File: src/rtl/stream_mux.sv
// stream_mux: N-channel to 1 streaming multiplexer with valid/ready handshakes
// and a registered output stage.
//
// Channel selection is by the `sel` input (fixed mode). When the build defines
// STREAM_MUX_RR_EN, a round-robin arbiter and its priority pointer are also
// compiled in, and mode=1 selects round-robin. Without the macro, `mode` is
// ignored and the block is fixed-select only.
//
// in_ready is combinational from grant and output occupancy. In round-robin
// mode this adds a combinational in_valid -> in_ready path.
module stream_mux #(
  parameter int N_CH = 4,
  parameter int DW   = 8,
  localparam int SELW = $clog2(N_CH)
) (
  input  logic                 clk,
  input  logic                 rst_n,
  input  logic                 mode,
  input  logic [SELW-1:0]      sel,
  input  logic [N_CH-1:0]      in_valid,
  input  logic [N_CH*DW-1:0]   in_data,
  output logic [N_CH-1:0]      in_ready,
  output logic                 out_valid,
  output logic [DW-1:0]        out_data,
  output logic [SELW-1:0]      out_ch,
  input  logic                 out_ready,
  output logic                 sel_err
);

  // N_CH expressed at SELW+1 bits so sel can be range-checked even when
  // N_CH is a power of two and does not fit in SELW bits.
  localparam logic [SELW:0] N_CH_W = N_CH[SELW:0];

  logic            mode_eff;
  logic            sel_oob;
  logic [N_CH-1:0] fixed_grant;
  logic [N_CH-1:0] rr_grant;
  logic [N_CH-1:0] grant;
  logic            load;
  logic            xfer;
  logic [SELW-1:0] grant_ch;
  logic [DW-1:0]   grant_data;

`ifdef STREAM_MUX_RR_EN
  logic [SELW-1:0] ptr;
  logic            rr_found;

  assign mode_eff = mode;

  // Round-robin grant: first valid channel strictly above ptr, else the
  // lowest valid channel (wrap-around).
  always_comb begin
    rr_grant = '0;
    rr_found = 1'b0;
    for (int i = 0; i < N_CH; i++) begin
      if (!rr_found && in_valid[i] && (SELW'(i) > ptr)) begin
        rr_grant[i] = 1'b1;
        rr_found    = 1'b1;
      end
    end
    for (int i = 0; i < N_CH; i++) begin
      if (!rr_found && in_valid[i]) begin
        rr_grant[i] = 1'b1;
        rr_found    = 1'b1;
      end
    end
  end

  // Priority pointer follows the last round-robin winner; fixed-mode
  // transfers leave it alone. Reset value gives channel 0 first priority.
  always_ff @(posedge clk or negedge rst_n) begin
    if (!rst_n) begin
      ptr <= SELW'(N_CH - 1);
    end else if (mode_eff && xfer) begin
      ptr <= grant_ch;
    end
  end
`else
  logic unused_mode;

  assign mode_eff    = 1'b0;
  assign unused_mode = mode;
  assign rr_grant    = '0;
`endif

  assign sel_oob = ({1'b0, sel} >= N_CH_W);

  // Fixed-select grant: one-hot of sel; an out-of-range sel matches nothing.
  always_comb begin
    fixed_grant = '0;
    for (int i = 0; i < N_CH; i++) begin
      if (sel == SELW'(i)) begin
        fixed_grant[i] = 1'b1;
      end
    end
  end

  assign grant = mode_eff ? rr_grant : fixed_grant;

  // The output register can take a word when empty or being consumed.
  // Ready is also held low while reset is asserted so producers never see
  // a handshake that the register cannot capture.
  assign load     = ~out_valid | out_ready;
  assign in_ready = grant & {N_CH{load & rst_n}};
  assign xfer     = |(in_valid & in_ready);

  // Encode the granted channel index and pick its data word.
  always_comb begin
    grant_ch   = '0;
    grant_data = '0;
    for (int i = 0; i < N_CH; i++) begin
      if (grant[i]) begin
        grant_ch   = SELW'(i);
        grant_data = in_data[i*DW +: DW];
      end
    end
  end

  // Output register: load on transfer, drain when consumed with nothing new,
  // hold everything while stalled.
  always_ff @(posedge clk or negedge rst_n) begin
    if (!rst_n) begin
      out_valid <= 1'b0;
      out_data  <= '0;
      out_ch    <= '0;
    end else if (xfer) begin
      out_valid <= 1'b1;
      out_data  <= grant_data;
      out_ch    <= grant_ch;
    end else if (load) begin
      out_valid <= 1'b0;
    end
  end

  // Out-of-range select flag, registered every cycle.
  always_ff @(posedge clk or negedge rst_n) begin
    if (!rst_n) begin
      sel_err <= 1'b0;
    end else begin
      sel_err <= ~mode_eff & sel_oob;
    end
  end

endmodule

File: config.mk
export PLATFORM = sky130hd
export DESIGN_NAME = stream_mux
export DESIGN_NICKNAME = d
export VERILOG_FILES = /design/src/rtl/stream_mux.sv
export SDC_FILE = /design/constraint.sdc
export NUM_CORES = 1
export LEC_CHECK = 0
export CAP_MARGIN = 40
export CORE_MARGIN = 2
export CORE_UTILIZATION = 30
export CTS_BUF_LIST = sky130_fd_sc_hd__clkbuf_8 sky130_fd_sc_hd__clkbuf_16
export DETAILED_ROUTE_END_ITERATION = 10
export PLACE_DENSITY = 0.75
export REMOVE_ABC_BUFFERS = 1
export SETUP_SLACK_MARGIN = 0.4
export SYNTH_ARGS = -nofsm -noshare
export SYNTH_HDL_FRONTEND = slang
export SYNTH_SLANG_ARGS = --single-unit
File: constraint.sdc
create_clock -name clk -period 1.4 [get_ports clk]
set_clock_uncertainty 0.05 [all_clocks]
set_input_delay 0.21 -clock clk [delete_from_list [all_inputs] [get_ports clk]]
set_output_delay 0.21 -clock clk [all_outputs]
set_load 0.02 [all_outputs]
Word level (Yosys, flattened, before mapping)
Index checks and enable logic that the tools add are counted.
{"block": "totals", "input_bits": 42, "regBits": 11, "ramBits": 0, "mem_bits_ro": 0, "word_cells": 27, "memories": 0, "latch_bits": 0}
{"block": "classes", "n_lt_le_gt_ge": 0, "n_eq_ne": 3, "muxes": 13, "n_addsub": 0, "n_bitwise": 5, "n_mul": 0, "n_shift": 0, "div": 0, "n_reduce_logical": 3}
{"op": "$mux 8", "count": 4}
{"op": "$and 4x4->4", "count": 2}
{"op": "$mux 1", "count": 7}
{"op": "$eq 2x2->1 const B", "count": 2}
{"op": "$mux 2", "count": 2}
{"op": "$reduce_or 4->1", "count": 1}
{"op": "$eq 2x1->1 const B", "count": 1}
{"op": "$logic_not 2->1", "count": 1}
{"op": "$reduce_bool 2->1", "count": 1}
{"op": "$and 1x1->1", "count": 1}
{"op": "$not 1->1", "count": 1}
{"op": "$or 1x1->1", "count": 1}

Logic depth before layout (Yosys ltp)
{"block": "logic_depth", "depth_word": 7, "ltp_mapped": 5, "ltp_nobuf": 3}

Worst setup path after synthesis
OpenSTA, ideal clock, no wires.
{"block": "synth_timing", "kind": "flip-flop to output port", "start": "register out_valid", "end": "output port in_ready[0]", "n_path_buf": 1, "stages_incl_launch_ff": 5, "required_time_ns": 1.140, "setup_slack_ns": -0.236, "arrival_ns": 1.376, "cell_sequence": "dfrtp_1 -> nand2b_1 -> clkbuf_1 -> nand2_1 -> nor3_1"}
{"block": "synth_via", "elab_chain_cells": 4}
{"element": "start, declared", "line_no": "23", "source": "output logic out_valid,"}
{"element": "start signal, assigned", "line_no": "123", "source": "out_valid <= 1'b0;"}
{"element": "start signal, assigned", "line_no": "127", "source": "out_valid <= 1'b1;"}
{"element": "start signal, assigned", "line_no": "131", "source": "out_valid <= 1'b0;"}
{"element": "$not 1->1", "line_no": "103", "source": "assign load = ~out_valid | out_ready;"}
{"element": "$or 1x1->1", "line_no": "103"}
{"element": "$and 1x1->1", "line_no": "104", "source": "assign in_ready = grant & {N_CH{load & rst_n}};"}
{"element": "$and 4x4->4", "line_no": "104"}
{"element": "end, declared", "line_no": "22", "source": "output logic [N_CH-1:0] in_ready,"}
Every way passes these cells.

Final worst setup path
{"block": "layout_timing", "start": "register out_valid", "end": "output port in_ready[3]"}
The elaborated chain is that of the path after synthesis.

==> results.json <==
{
  "status": "complete, but fails checks",
  "violations": "setup timing",
  "track_usage_pct": 18.3,
  "drive_above_1_share_pct": 62.0,
  "tritoncts": "yes",
  "critPathMaxFanout": 4,
  "ys_ff_latch": 11,
  "drt_iter0_drc": 13,
  "gp_congestion": 0.784,
  "cp.arrival_ns": 1.15,
  "area_growth_pct": 118,
  "ys_types": 20,
  "yosysTopAreaCellShare_pct": 34.7,
  "max_clock_freq_mhz": 710,
  "diodes": 0,
  "synth_flop_cell": "dfrtp_1",
  "syn_area_sq_um": 793,
  "slowest_delay_ns": 0.41,
  "min_path_type": "in -> async",
  "crit_chain": "nand2b_4 -> nand3_4 -> nor2_4 -> buf_6",
  "synth_most_common_cell": "mux2_2",
  "rsz0062_at_grt": "yes",
  "wl_per_cell_microns": 16.4,
  "yosysWarnings": 0,
  "netlist_top_cells_area": "dfrtp_1, mux4_1, mux2_2",
  "ys_seq_area_share_pct": 34.7,
  "io_buffers": 55,
  "cp.required_ns": 1.14,
  "grt_pass1_vias": 919,
  "cts.sink_count": 11,
  "vias": 845,
  "critPathSlowestCell": "dfrtp_1",
  "io_pins": 58,
  "dr.pass1.iters": 2,
  "die_w_microns": 55.4,
  "netlist_top_cells_count": "mux2_2, dfrtp_1, mux4_1, clkbuf_1, nand3_1",
  "synth_edf_count": 0,
  "core_area_sq_mm": 0.00250,
  "ant_nets": 0,
  "die_h_microns": 55.4,
  "drc": 0,
  "yosysTopAreaCell": "dfrtp_1",
  "p_leak_uw": 0.000813,
  "clkTransAtPathRegs_ns": 0.05,
  "start_util_pct": 31.7,
  "layout.nets": 185,
  "wl_microns": 2820,
  "maxSlewViolCount": 0,
  "post-dp-hpwl_microns": 1790,
  "r2r_setup_slack_ns": 0.05,
  "cp-start-kind": "register",
  "insertion_delay_ns": 0.23,
  "dp_slack_ns": -0.729,
  "setup-violations-final": 1,
  "grt_start_max_net_pins": 13,
  "avgSynthCellArea_sq_um": 14.4,
  "cts_buffers": 3,
  "async_flop_share_pct": 100,
  "cts_buffer_depth": 2,
  "htreeDepth": 1,
  "min_period_ns": 1.41,
  "overflow": 0,
  "period_share_pct": 101,
  "via_per_inst": 4.91,
  "power_density_mw_per_mm2": 951,
  "path_class": "reg -> out",
  "cap_violations": 0,
  "synth_cells": 55,
  "power_uw": 1640,
  "ir_drop_v": 0.000702,
  "cts_root_buf": "clkbuf_8",
  "num_rows": 18,
  "hold_viol": 0,
  "worstSetupEndpointType": "output port",
  "grt_pass1_wl_microns": 4420,
  "antenna_found_initial": 0,
  "dieArea_sq_mm": 0.00307,
  "fin_ws_ns": -0.00855
}
-- path summary, 6_finish.rpt --
check / endpoint / cells after the start / startpoint
min in group clk: out_ch[0] / 4 / sel[0]
max in group asynchronous: out_ch[1] / 2 / rst_n
max reg2reg: out_data[7] / 5 / out_valid
min reg2reg: out_data[7] / 1 / out_data[7]
max: in_ready[3] / 4 / out_valid
min: out_data[1] / 2 / rst_n
-- routing by layer --
| layer | global-route usage [%] | share of wire [%] | vias up |
|---|---|---|---|
| met5 | 0 | 0 | - |
| met2 | 34.0 | 57 | 32 |
| met1 | 21.3 | 38 | 424 |
| met3 | 3.75 | 4.5 | 2 |
| met4 | 4.18 | 0.53 | 0 |
| li1 | - | - | 387 |
-- critical path: cells and delay by family (launching register included) --
kind	cells	cell delay (ns)
flops	1	0.41
simple gates	3	0.38
buf+inv	1	0.13
-- flip-flops by register name, indices dropped and copies added, names as in the netlist --
name and count:
out_data 8, out_valid 1, out_ch 2
-- power by group --
part	total [uW]	leakage [uW]	switching, uW	internal, uW
clock	302	0.0000269	110	192
sequential	464	0.000127	64.9	399
combinational	875	0.000660	321	554
total	1640	0.000813	496	1140
-- kinds of logic after synthesis --
group,share of synthesized area (%)
muxes,46.4
DFF,34.7
and+or+nand+nor,8.05
buffers and inverters,6.15
AOI/OAI and AO/OA,4.26
other,0.473
-- layout make-up --
type,instances,area (sq um)
Clock buffer,3,41.3
Clock inverter,1,3.75
Fill cell,179,774
Inverter,1,3.75
Multi-Input combinational cell,38,551
Sequential cell,11,275
Tap cell,30,37.5
Timing Repair Buffer,88,813
-- metrics by stage --
step | std cells | cell area [sq um] | setup TNS (ns) | util, % | hold WS (ns)
2_1_floorplan | 49 | 748 | -0.241 | - | -0.136
3_3_place_gp | 147 | 1430 | -9.23 | 57.4 | 0.384
3_5_place_dp | 147 | 1430 | -9.72 | 57.4 | 0.390
4_1_cts | 165 | 1630 | 0 | 65.1 | 0.221
5_1_grt | 172 | 1730 | -0.139 | 69.0 | 0.225
6_report | 172 | 1730 | -0.00855 | 69.0 | 0.202
-- placed cells by master, fill, tap and decap left out, drive strengths merged, types with 2 or more instances in the layout --
master,instances
buf,53
dlygate4sd2,16
clkdlybuf4s50,16
nor2,2
dfrtp,11
nand3,5
clkbuf,3
nor3,2
mux2,12
nand2,2
mux4,9
inv,2
-- what timing repair did --
action	in CTS	in global routing
hold buffers	1	0
pin swaps	7	4
resized for setup	166	11
endpoints found under the hold margin	1	0
setup buffers	12	7
cloned	1	0
endpoints found under the setup margin	26	26
No activity file was read; power rests on OpenSTA's default activity.
